[config.mk]
export PLATFORM = sky130hd
export DESIGN_NAME = cdc_tx_arbiter_flat
export DESIGN_NICKNAME = d
export VERILOG_FILES = /design/src/rtl/cdc_tx_arbiter_if.sv /design/src/rtl/cdc_tx_arbiter.sv /design/src/flat_wrapper.sv
export SDC_FILE = /design/constraint.sdc
export NUM_CORES = 1
export LEC_CHECK = 0
export CORE_ASPECT_RATIO = 0.8
export CORE_UTILIZATION = 45
export DETAILED_ROUTE_END_ITERATION = 10
export PLACE_DENSITY = 0.78
export RECOVER_POWER = 25
export SKIP_CTS_REPAIR_TIMING = 1
export SLEW_MARGIN = 10
export SYNTH_ARGS = -nofsm -noshare
export SYNTH_HDL_FRONTEND = slang
export SYNTH_SLANG_ARGS = --single-unit
[constraint.sdc]
create_clock -name fast_clk -period 2.1 [get_ports fast_clk]
set_input_delay 0.42 -clock fast_clk [delete_from_list [all_inputs] [get_ports fast_clk]]
set_output_delay 0.42 -clock fast_clk [all_outputs]
set_load 0.01 [all_outputs]
[src/rtl/cdc_tx_arbiter_if.sv]
// Request/grant and crossing-channel signals of cdc_tx_arbiter.
// slave = arbiter side, master = requesters plus slow-domain side.
interface cdc_tx_arbiter_if #(
  parameter int NUM_REQ    = 4,
  parameter int DATA_WIDTH = 8
);
  localparam int SRC_W = (NUM_REQ > 1) ? $clog2(NUM_REQ) : 1;

  logic [NUM_REQ-1:0]            req;
  logic [NUM_REQ*DATA_WIDTH-1:0] req_data;
  logic [NUM_REQ-1:0]            grant;
  logic [DATA_WIDTH-1:0]         xfer_data;
  logic [SRC_W-1:0]              xfer_src;
  logic                          xfer_req;
  logic                          xfer_ack;
  logic                          xfer_done;
  logic                          busy;
  logic                          timeout;
  logic                          timeout_clr;

  modport slave (
    input  req, req_data, xfer_ack, timeout_clr,
    output grant, xfer_data, xfer_src, xfer_req, xfer_done, busy, timeout
  );

  modport master (
    output req, req_data, xfer_ack, timeout_clr,
    input  grant, xfer_data, xfer_src, xfer_req, xfer_done, busy, timeout
  );
endinterface

[src/rtl/cdc_tx_arbiter.sv]
// Round-robin arbiter sharing one toggle-handshake fast-to-slow crossing
// channel between NUM_REQ fast-domain requesters.
module cdc_tx_arbiter #(
  parameter int NUM_REQ        = 4,
  parameter int DATA_WIDTH     = 8,
  parameter int SYNC_STAGES    = 2,
  parameter int TIMEOUT_CYCLES = 1024
) (
  input logic             fast_clk,
  input logic             rst_n,
  cdc_tx_arbiter_if.slave bus
);
  localparam int SRC_W = (NUM_REQ > 1) ? $clog2(NUM_REQ) : 1;
  localparam int CNT_W = $clog2(TIMEOUT_CYCLES + 1);
  localparam logic [SRC_W-1:0] LAST_IDX = SRC_W'(NUM_REQ - 1);
  localparam logic [CNT_W-1:0] CNT_MAX  = CNT_W'(TIMEOUT_CYCLES);
  localparam logic [CNT_W-1:0] CNT_SET  = CNT_W'(TIMEOUT_CYCLES - 1);

  typedef enum logic [1:0] {IDLE, LOAD, WAIT_ACK} state_e;

  state_e                 state_q, state_d;
  logic [SYNC_STAGES-1:0] ack_sync_q;
  logic [SRC_W-1:0]       ptr_q, ptr_d;
  logic [NUM_REQ-1:0]     grant_q, grant_d;
  logic [DATA_WIDTH-1:0]  data_q, data_d;
  logic [SRC_W-1:0]       src_q, src_d;
  logic                   xreq_q, xreq_d;
  logic                   done_q, done_d;
  logic [CNT_W-1:0]       cnt_q, cnt_d;
  logic                   timeout_q, timeout_d;

  logic                   ack_s;
  logic                   quiet;
  logic                   any_req;
  logic                   found;
  logic [SRC_W-1:0]       cand;
  logic [SRC_W-1:0]       winner;
  logic [DATA_WIDTH-1:0]  payload [NUM_REQ];

  for (genvar g = 0; g < NUM_REQ; g++) begin : g_unpack
    assign payload[g] = bus.req_data[g*DATA_WIDTH +: DATA_WIDTH];
  end

  assign ack_s   = ack_sync_q[SYNC_STAGES-1];
  assign quiet   = (ack_s == xreq_q);
  assign any_req = |bus.req;

  // First requester at or after the pointer, wrapping modulo NUM_REQ.
  always_comb begin
    winner = ptr_q;
    found  = 1'b0;
    cand   = '0;
    for (int unsigned k = 0; k < NUM_REQ; k++) begin
      cand = SRC_W'((32'(ptr_q) + k) % NUM_REQ);
      if (!found && bus.req[cand]) begin
        found  = 1'b1;
        winner = cand;
      end
    end
  end

  always_ff @(posedge fast_clk or negedge rst_n) begin
    if (!rst_n) state_q <= IDLE;
    else        state_q <= state_d;
  end

  always_comb begin
    state_d = state_q;
    case (state_q)
      IDLE:     if (quiet && any_req) state_d = LOAD;
      LOAD:     state_d = WAIT_ACK;
      WAIT_ACK: if (quiet) state_d = IDLE;
      default:  state_d = IDLE;
    endcase
  end

  always_comb begin
    grant_d   = '0;
    data_d    = data_q;
    src_d     = src_q;
    ptr_d     = ptr_q;
    xreq_d    = xreq_q;
    done_d    = 1'b0;
    cnt_d     = cnt_q;
    timeout_d = timeout_q;
    if (bus.timeout_clr) timeout_d = 1'b0;
    case (state_q)
      IDLE: begin
        if (quiet && any_req) begin
          grant_d[winner] = 1'b1;
          data_d          = payload[winner];
          src_d           = winner;
          ptr_d           = (winner == LAST_IDX) ? '0 : winner + 1'b1;
        end
      end
      LOAD: begin
        xreq_d = ~xreq_q;
        cnt_d  = '0;
      end
      WAIT_ACK: begin
        // Flag fires once as the counter reaches its limit so a clear
        // issued while still waiting sticks; set overrides a same-cycle clear.
        if (cnt_q != CNT_MAX) begin
          cnt_d = cnt_q + 1'b1;
          if (cnt_q == CNT_SET) timeout_d = 1'b1;
        end
        if (quiet) done_d = 1'b1;
      end
      default: ;
    endcase
  end

  always_ff @(posedge fast_clk or negedge rst_n) begin
    if (!rst_n) begin
      ack_sync_q <= '0;
      ptr_q      <= '0;
      grant_q    <= '0;
      data_q     <= '0;
      src_q      <= '0;
      xreq_q     <= 1'b0;
      done_q     <= 1'b0;
      cnt_q      <= '0;
      timeout_q  <= 1'b0;
    end else begin
      ack_sync_q <= {ack_sync_q[SYNC_STAGES-2:0], bus.xfer_ack};
      ptr_q      <= ptr_d;
      grant_q    <= grant_d;
      data_q     <= data_d;
      src_q      <= src_d;
      xreq_q     <= xreq_d;
      done_q     <= done_d;
      cnt_q      <= cnt_d;
      timeout_q  <= timeout_d;
    end
  end

  assign bus.grant     = grant_q;
  assign bus.xfer_data = data_q;
  assign bus.xfer_src  = src_q;
  assign bus.xfer_req  = xreq_q;
  assign bus.xfer_done = done_q;
  assign bus.busy      = (state_q != IDLE);
  assign bus.timeout   = timeout_q;
endmodule

[src/flat_wrapper.sv]
// flat-port wrapper written by rule: the top's interface ports become plain ports
module cdc_tx_arbiter_flat 
#(
  parameter int NUM_REQ        = 4,
  parameter int DATA_WIDTH     = 8,
  parameter int SYNC_STAGES    = 2,
  parameter int TIMEOUT_CYCLES = 1024
)
  (fast_clk, rst_n, bus_req, bus_req_data, bus_xfer_ack, bus_timeout_clr, bus_grant, bus_xfer_data, bus_xfer_src, bus_xfer_req, bus_xfer_done, bus_busy, bus_timeout);
  cdc_tx_arbiter_if #(.NUM_REQ(NUM_REQ), .DATA_WIDTH(DATA_WIDTH)) bus_i ();
  input logic fast_clk;
  input logic rst_n;
  input wire logic [$bits(bus_i.req)-1:0] bus_req;
  input wire logic [$bits(bus_i.req_data)-1:0] bus_req_data;
  input wire logic [$bits(bus_i.xfer_ack)-1:0] bus_xfer_ack;
  input wire logic [$bits(bus_i.timeout_clr)-1:0] bus_timeout_clr;
  output wire logic [$bits(bus_i.grant)-1:0] bus_grant;
  output wire logic [$bits(bus_i.xfer_data)-1:0] bus_xfer_data;
  output wire logic [$bits(bus_i.xfer_src)-1:0] bus_xfer_src;
  output wire logic [$bits(bus_i.xfer_req)-1:0] bus_xfer_req;
  output wire logic [$bits(bus_i.xfer_done)-1:0] bus_xfer_done;
  output wire logic [$bits(bus_i.busy)-1:0] bus_busy;
  output wire logic [$bits(bus_i.timeout)-1:0] bus_timeout;
  assign bus_i.req = bus_req;
  assign bus_i.req_data = bus_req_data;
  assign bus_i.xfer_ack = bus_xfer_ack;
  assign bus_i.timeout_clr = bus_timeout_clr;
  assign bus_grant = bus_i.grant;
  assign bus_xfer_data = bus_i.xfer_data;
  assign bus_xfer_src = bus_i.xfer_src;
  assign bus_xfer_req = bus_i.xfer_req;
  assign bus_xfer_done = bus_i.xfer_done;
  assign bus_busy = bus_i.busy;
  assign bus_timeout = bus_i.timeout;
  cdc_tx_arbiter #(.NUM_REQ(NUM_REQ), .DATA_WIDTH(DATA_WIDTH), .SYNC_STAGES(SYNC_STAGES), .TIMEOUT_CYCLES(TIMEOUT_CYCLES)) u_core (.fast_clk(fast_clk), .rst_n(rst_n), .bus(bus_i));
endmodule
==> results of run 1 <==
-- synthesized netlist by cell type --
cell type,n,share of area
xnor2_1,2,0.0098
or3_1,1,0.0035
buf_2,1,0.0028
buf_4,2,0.0084
o41ai_1,1,0.0049
nor3_2,1,0.0056
o31ai_1,4,0.017
nor3_1,2,0.0056
nand4b_1,1,0.0049
a21o_1,1,0.0042
a211oi_1,1,0.0042
nand2b_1,4,0.014
a21oi_1,4,0.011
mux2_2,2,0.013
nand2_1,10,0.021
clkbuf_1,1,0.0021
dfrtp_1,34,0.48
and2b_1,2,0.0084
mux2i_1,18,0.10
nor4_1,4,0.014
o311ai_0,1,0.0049
a211oi_4,1,0.011
buf_1,1,0.0021
inv_1,7,0.015
o21ai_0,10,0.028
nand3b_1,1,0.0042
ha_1,3,0.021
a41o_1,1,0.0056
nand3_1,7,0.020
and2_1,4,0.014
xor2_1,1,0.0049
a221oi_2,8,0.067
nor2_1,14,0.029
and3_1,1,0.0035
or2b_1,1,0.0042
nor2b_1,7,0.025
buf_8,1,0.0084
-- report_power, final --
part	switching [mW]	internal, mW	total, mW
logic	0.725	0.795	1.52
clock network	0.218	0.228	0.446
registers	0.158	0.853	1.01
total	1.10	1.88	2.98
-- registers in the layout, indices dropped and copies added (netlist names) --
register              flops
u_core.bus.timeout        1
u_core.ack_sync_q         2
u_core.ptr_q              2
u_core.cnt_q             11
u_core.bus.grant          4
u_core.bus.xfer_src       2
u_core.bus.xfer_req       1
u_core.state_q            2
u_core.bus.xfer_done      1
u_core.bus.xfer_data      8
-- worst max-delay path, cell delays in order --
cell	delay, ns
clkdlybuf4s50_1	0.46
nor2b_1	0.17
a21o_1	0.18
a211oi_4	0.36
buf_4	0.22
mux2i_1	0.26
a221oi_2	0.10
-- per-stage QoR --
stage          area [um2]  setup TNS [ns]  hold slack (ns)
6_report             2550               0            0.354
5_1_grt              2550               0            0.365
4_1_cts              2550               0            0.360
3_5_place_dp         2480           -1.74            0.346
3_3_place_gp         2480           -1.06            0.332
2_1_floorplan        1780               0            0.124
-- cell families after synthesis --
group                      Yosys count  synth area share
and+or+nand+nor                     60             0.177
xor gates and xnor gates             3            0.0147
DFF                                 34             0.477
adders and majority gates            3            0.0210
muxes                               20             0.114
AOI/OAI and AO/OA                   32             0.158
buffers and inverters               13            0.0386
-- metal layers --
metal,share of wire,track usage
met4,0.013,0.101
met5,0,0
met3,0.041,0.0308
met1,0.45,0.301
met2,0.49,0.359
-- final cells by class --
cell class	count	area share
multi-input cells	118	0.340
flip-flops and latches	34	0.333
clock buffers	7	0.0299
well taps	55	0.0269
inverters	7	0.0103
repair buffers	68	0.260
-- how the worst min path moves through the flow --
stage / from / end / slack (ns) / depth (start not counted)
detailed placement: u_core.ack_sync_q[0] / u_core.ack_sync_q[1] / 0.35 / 0
global placement: u_core.ack_sync_q[0] / u_core.ack_sync_q[1] / 0.33 / 0
floorplan: rst_n / u_core.ack_sync_q[0] / 0.12 / 0
global route: u_core.ack_sync_q[0] / u_core.ack_sync_q[1] / 0.37 / 0
CTS: u_core.ack_sync_q[0] / u_core.ack_sync_q[1] / 0.36 / 0
finish: u_core.ack_sync_q[0] / u_core.ack_sync_q[1] / 0.35 / 0
==> summary.txt, run 1 <==
Status
  • Status: finished clean

STA
  • Slew HR: 0.453
  • Worst-case clock skew: 0.00709 ns
  • Max Slew Vio Count: 0
  • Min Tclk post-route: 2.02 ns
  • Final Cycle Share: 0.962
  • Maximum achievable frequency: between 0.4 and 0.5 GHz
  • Slew @ Worst Pin: between 0.8 and 0.9 ns
  • Hold Vio Cnt, Final: 0
  • Final setup violation count: 0
  • Worst setup margin: 0.0797 ns
  • RSZ-0062 raised after global routing: false

Place
  • Final GP Congestion: 0.778
  • PortBufs: 57
  • Pre-CTS setup slack: -0.214 ns
  • DP Cell Count: roughly 280
  • Post-DP HPWL: 3340 um

Route
  • First drt pass iteration count: 4
  • Vias: 1523
  • Detail Route Antenna Nets: 0
  • # DRC: 0
  • Via density: 5.27
  • Drt total wl: 4330 um
  • DRT iter0 DRCs: 58
  • Routed len/inst: 15.0 um

Floorplan
  • Die extent in y: 58.3 um
  • Starting Density: 0.469
  • Row count: 20
  • Die X: approximately 72 um
  • I/O pin cnt: 58
  • Core Region: 3800 um2
  • Die Area: between 4000 and 5000 um2

Clocking
  • Sink Count: 34
  • Clock root buffer master: clkbuf_8
  • CTS tree: yes
  • Worst-path clk slew: 0.06 ns
  • Max clock buf depth: 2
  • CTS Buf Count: 5
  • H-Tree Depth: 2
  • Worst skew pair latency: ~0.28 ns

Global route
  • Vias in the first global route: roughly 1500
  • GR Overflow Total: 0
  • Largest net degree at the start of global routing: 35
  • Initial antenna violation count: 0
  • First-pass GRT wire length: 6990 um
  • GR Util All Layers: 0.222

Run
  • MaxCap Viol Count: 0

Cells and area
  • Final non-filler cell total: approximately 290
  • FILL cells: 322
  • N_diodes: 0
  • Area of the multi-input gates: approximately 870 um2
  • Layout area overhead: 43.2%
  • Final #Nets: 277
  • Post-layout util: 0.672
  • Register Area: 851 um2
  • Commonest non-fill, non-tap cell in the layout: clkdlybuf4s50_1
  • Layout cells sized above 1: 0.128
  • Most frequent cells in the layout: 55 x clkdlybuf4s50_1, 34 x dfrtp_1, 17 x mux2i_1

Logic synthesis
  • Post-synth cell types: 37
  • Ys Warns: 0
  • Gate Count Post-Synth: 165
  • Avg Cell Area, Syn: 10.8 um2
  • Flop and latch count out of synthesis: 34
  • Post-Syn Nets: about 210
  • Mapped Area: 1780 um2
  • Post-synthesis sequential area ratio: 0.477

Power and ir drop
  • Total power: 2.98 mW
  • Lkg Pwr: about 1.1 nW
  • Maximum vdd ir drop: 0.673 mV
  • PD cells: 1170 nW/um2

Setup path
  • Origin of the critical flop-to-flop path: u_core.ptr_q[1]
  • CP Capture Point: u_core.bus.xfer_data[6]
  • CP startpoint: bus_req[2]
  • Critical Setup Path Class: input pin to flip-flop
  • Cells on worst reg2reg path: 5
  • CP required: 2.25 ns
  • CP max FO: 7
  • Critical Path End Type: flip-flop
  • Reg2Reg Capture Point: u_core.ptr_q[1]
  • Startpoint Class: input pin
  • Worst R2R Setup Slack: 0.34 ns
  • Worst path arrival time: ~2.2 ns

Hold path
  • Hold crit path type: flip-flop to flip-flop
No activity file was read; power rests on OpenSTA's default activity.
==> inputs of run 2 (changes only) <==
Settings changed: RECOVER_POWER 25 to default.
==> run 2 against run 1 <==
  * Sequential power is essentially flat
  * Count of clock-buffer cells in the layout is the same
  * Worst setup slack gained 0.0022 ns
  * Largest cell class unchanged
  * Die area is the same
==> summary.txt, run 2 (synthesized netlist as in run 1, its figures left out) <==
Setup path
  • Worst R2R Setup Slack: 0.34 ns
  • Startpoint Class: input pin
  • Origin of the critical flop-to-flop path: u_core.ptr_q[1]
  • CP required: approximately 2.3 ns
  • Reg2Reg Capture Point: u_core.ptr_q[1]
  • CP max FO: 7
  • CP startpoint: bus_req[2]
  • Critical Path End Type: flip-flop
  • Worst path arrival time: 2.17 ns
  • Cells on worst reg2reg path: 5
  • Critical Setup Path Class: input pin to flip-flop
  • CP Capture Point: u_core.bus.xfer_data[6]

Cells and area
  • N_diodes: 0
  • Layout area overhead: 43.3%
  • Number of flip-flops in the largest register: 11
  • Commonest non-fill, non-tap cell in the layout: clkdlybuf4s50_1
  • Most frequent cells in the layout: 57 x clkdlybuf4s50_1, 34 x dfrtp_1, 17 x mux2i_1
  • Largest reg by FF count: u_core.cnt_q
  • Final #Nets: 277
  • Layout cells sized above 1: 0.128
  • Final non-filler cell total: 289

Place
  • Post-DP HPWL: between 3000 and 4000 um
  • Final GP Congestion: 0.778
  • DP Cell Count: ~280
  • PortBufs: 57

STA
  • Slew HR: 0.720
  • Max Slew Vio Count: 0
  • Final Cycle Share: 0.961
  • Maximum achievable frequency: around 0.5 GHz
  • Slew @ Worst Pin: ~0.42 ns
  • Final setup violation count: 0
  • Worst-case clock skew: roughly 0.0058 ns
  • RSZ-0062 raised after global routing: false
  • Hold Vio Cnt, Final: 0
  • Min Tclk post-route: between 2 and 2.5 ns

Route
  • Via density: 5.26
  • DRT iter0 DRCs: between 50 and 60
  • Routed len/inst: 15.0 um
  • Detail Route Antenna Nets: 0
  • # DRC: 0
  • Vias: between 1500 and 2000
  • First drt pass iteration count: 5
  • Drt total wl: 4340 um

Floorplan
  • Starting Density: 0.469
  • Core Region: around 3800 um2
  • Die extent in y: 58.3 um
  • I/O pin cnt: 58
  • Die Area: 4220 um2
  • Row count: 20
  • Die X: between 70 and 80 um

Clocking
  • CTS Buf Count: 5
  • Clock root buffer master: clkbuf_8
  • H-Tree Depth: 2
  • Sink Count: 34
  • CTS tree: yes
  • Worst-path clk slew: 0.06 ns
  • Max clock buf depth: 2
  • Worst skew pair latency: slightly below 0.3 ns

Hold path
  • Hold crit path type: flip-flop to flip-flop

Power and ir drop
  • Total power: 2.98 mW
  • PD cells: 1170 nW/um2
  • Lkg Pwr: 1.11 nW
  • Maximum vdd ir drop: just under 0.7 mV

Global route
  • GR Util All Layers: 0.222
  • GR Overflow Total: 0
  • Initial antenna violation count: 0
  • Largest net degree at the start of global routing: 35
  • First-pass GRT wire length: 6990 um
  • Vias in the first global route: 1476

Run
  • MaxCap Viol Count: 0

Status
  • Status: finished clean
==> run 2: changes by cell type in the layout (fill, tap and decap cells not counted) <==
cell,before,now
buf_4,9,10
clkbuf_2,1,0
dlygate4sd3_1,2,0
clkdlybuf4s50_1,55,57
==> run 2: how the worst min path moves through the flow <==
stage / start / end / cells after the start
6_report: u_core.ack_sync_q[0] / u_core.ack_sync_q[1] / 0
2_1_floorplan: rst_n / u_core.ack_sync_q[0] / 0
3_3_place_gp: u_core.ack_sync_q[0] / u_core.ack_sync_q[1] / 0
4_1_cts: u_core.ack_sync_q[0] / u_core.ack_sync_q[1] / 0
3_5_place_dp: u_core.ack_sync_q[0] / u_core.ack_sync_q[1] / 0
5_1_grt: u_core.ack_sync_q[0] / u_core.ack_sync_q[1] / 0
==> run 2: area by class of cell <==
| type | instances | area (um2) |
|---|---|---|
| fillers | 321 | 1250 |
| multi-input cells | 118 | 870 |
| flip-flops and latches | 34 | 851 |
| repair buffers | 68 | 666 |
| clock buffers | 7 | 76.3 |
| well taps | 55 | 68.8 |
| inverters | 7 | 26.3 |
==> run 2: power breakdown <==
group          total (mW)  switching, mW  internal [mW]  leakage, nW
Combinational        1.52          0.725          0.797        0.642
Clock               0.447          0.219          0.228       0.0383
Sequential           1.01          0.158          0.853        0.427
==> run 2: critical path, cell delays in order <==
cell and delay (ns):
clkdlybuf4s50_1 0.46, nor2b_1 0.17, a21o_1 0.18, a211oi_4 0.36, buf_4 0.22, mux2i_1 0.26, a221oi_2 0.10
==> run 2: per-layer routing <==
layer	vias to the layer above	track usage	routed length (um)
met4	0	0.101	56
met2	38	0.359	2140
li1	731	-	-
met5	-	0	0
met1	745	0.301	1990
met3	5	0.0308	154
==> run 2: per-stage QoR <==
stage	hold slack (ns)	setup TNS [ns]	setup slack, ns	instance area, um2	utilization
2_1_floorplan	0.124	0	0.229	1780	-
3_3_place_gp	0.332	-1.06	-0.133	2480	0.651
3_5_place_dp	0.346	-1.74	-0.214	2480	0.651
4_1_cts	0.360	0	0.0747	2550	0.671
5_1_grt	0.365	0	0.0276	2560	0.672
6_report	0.354	0	0.0820	2560	0.672
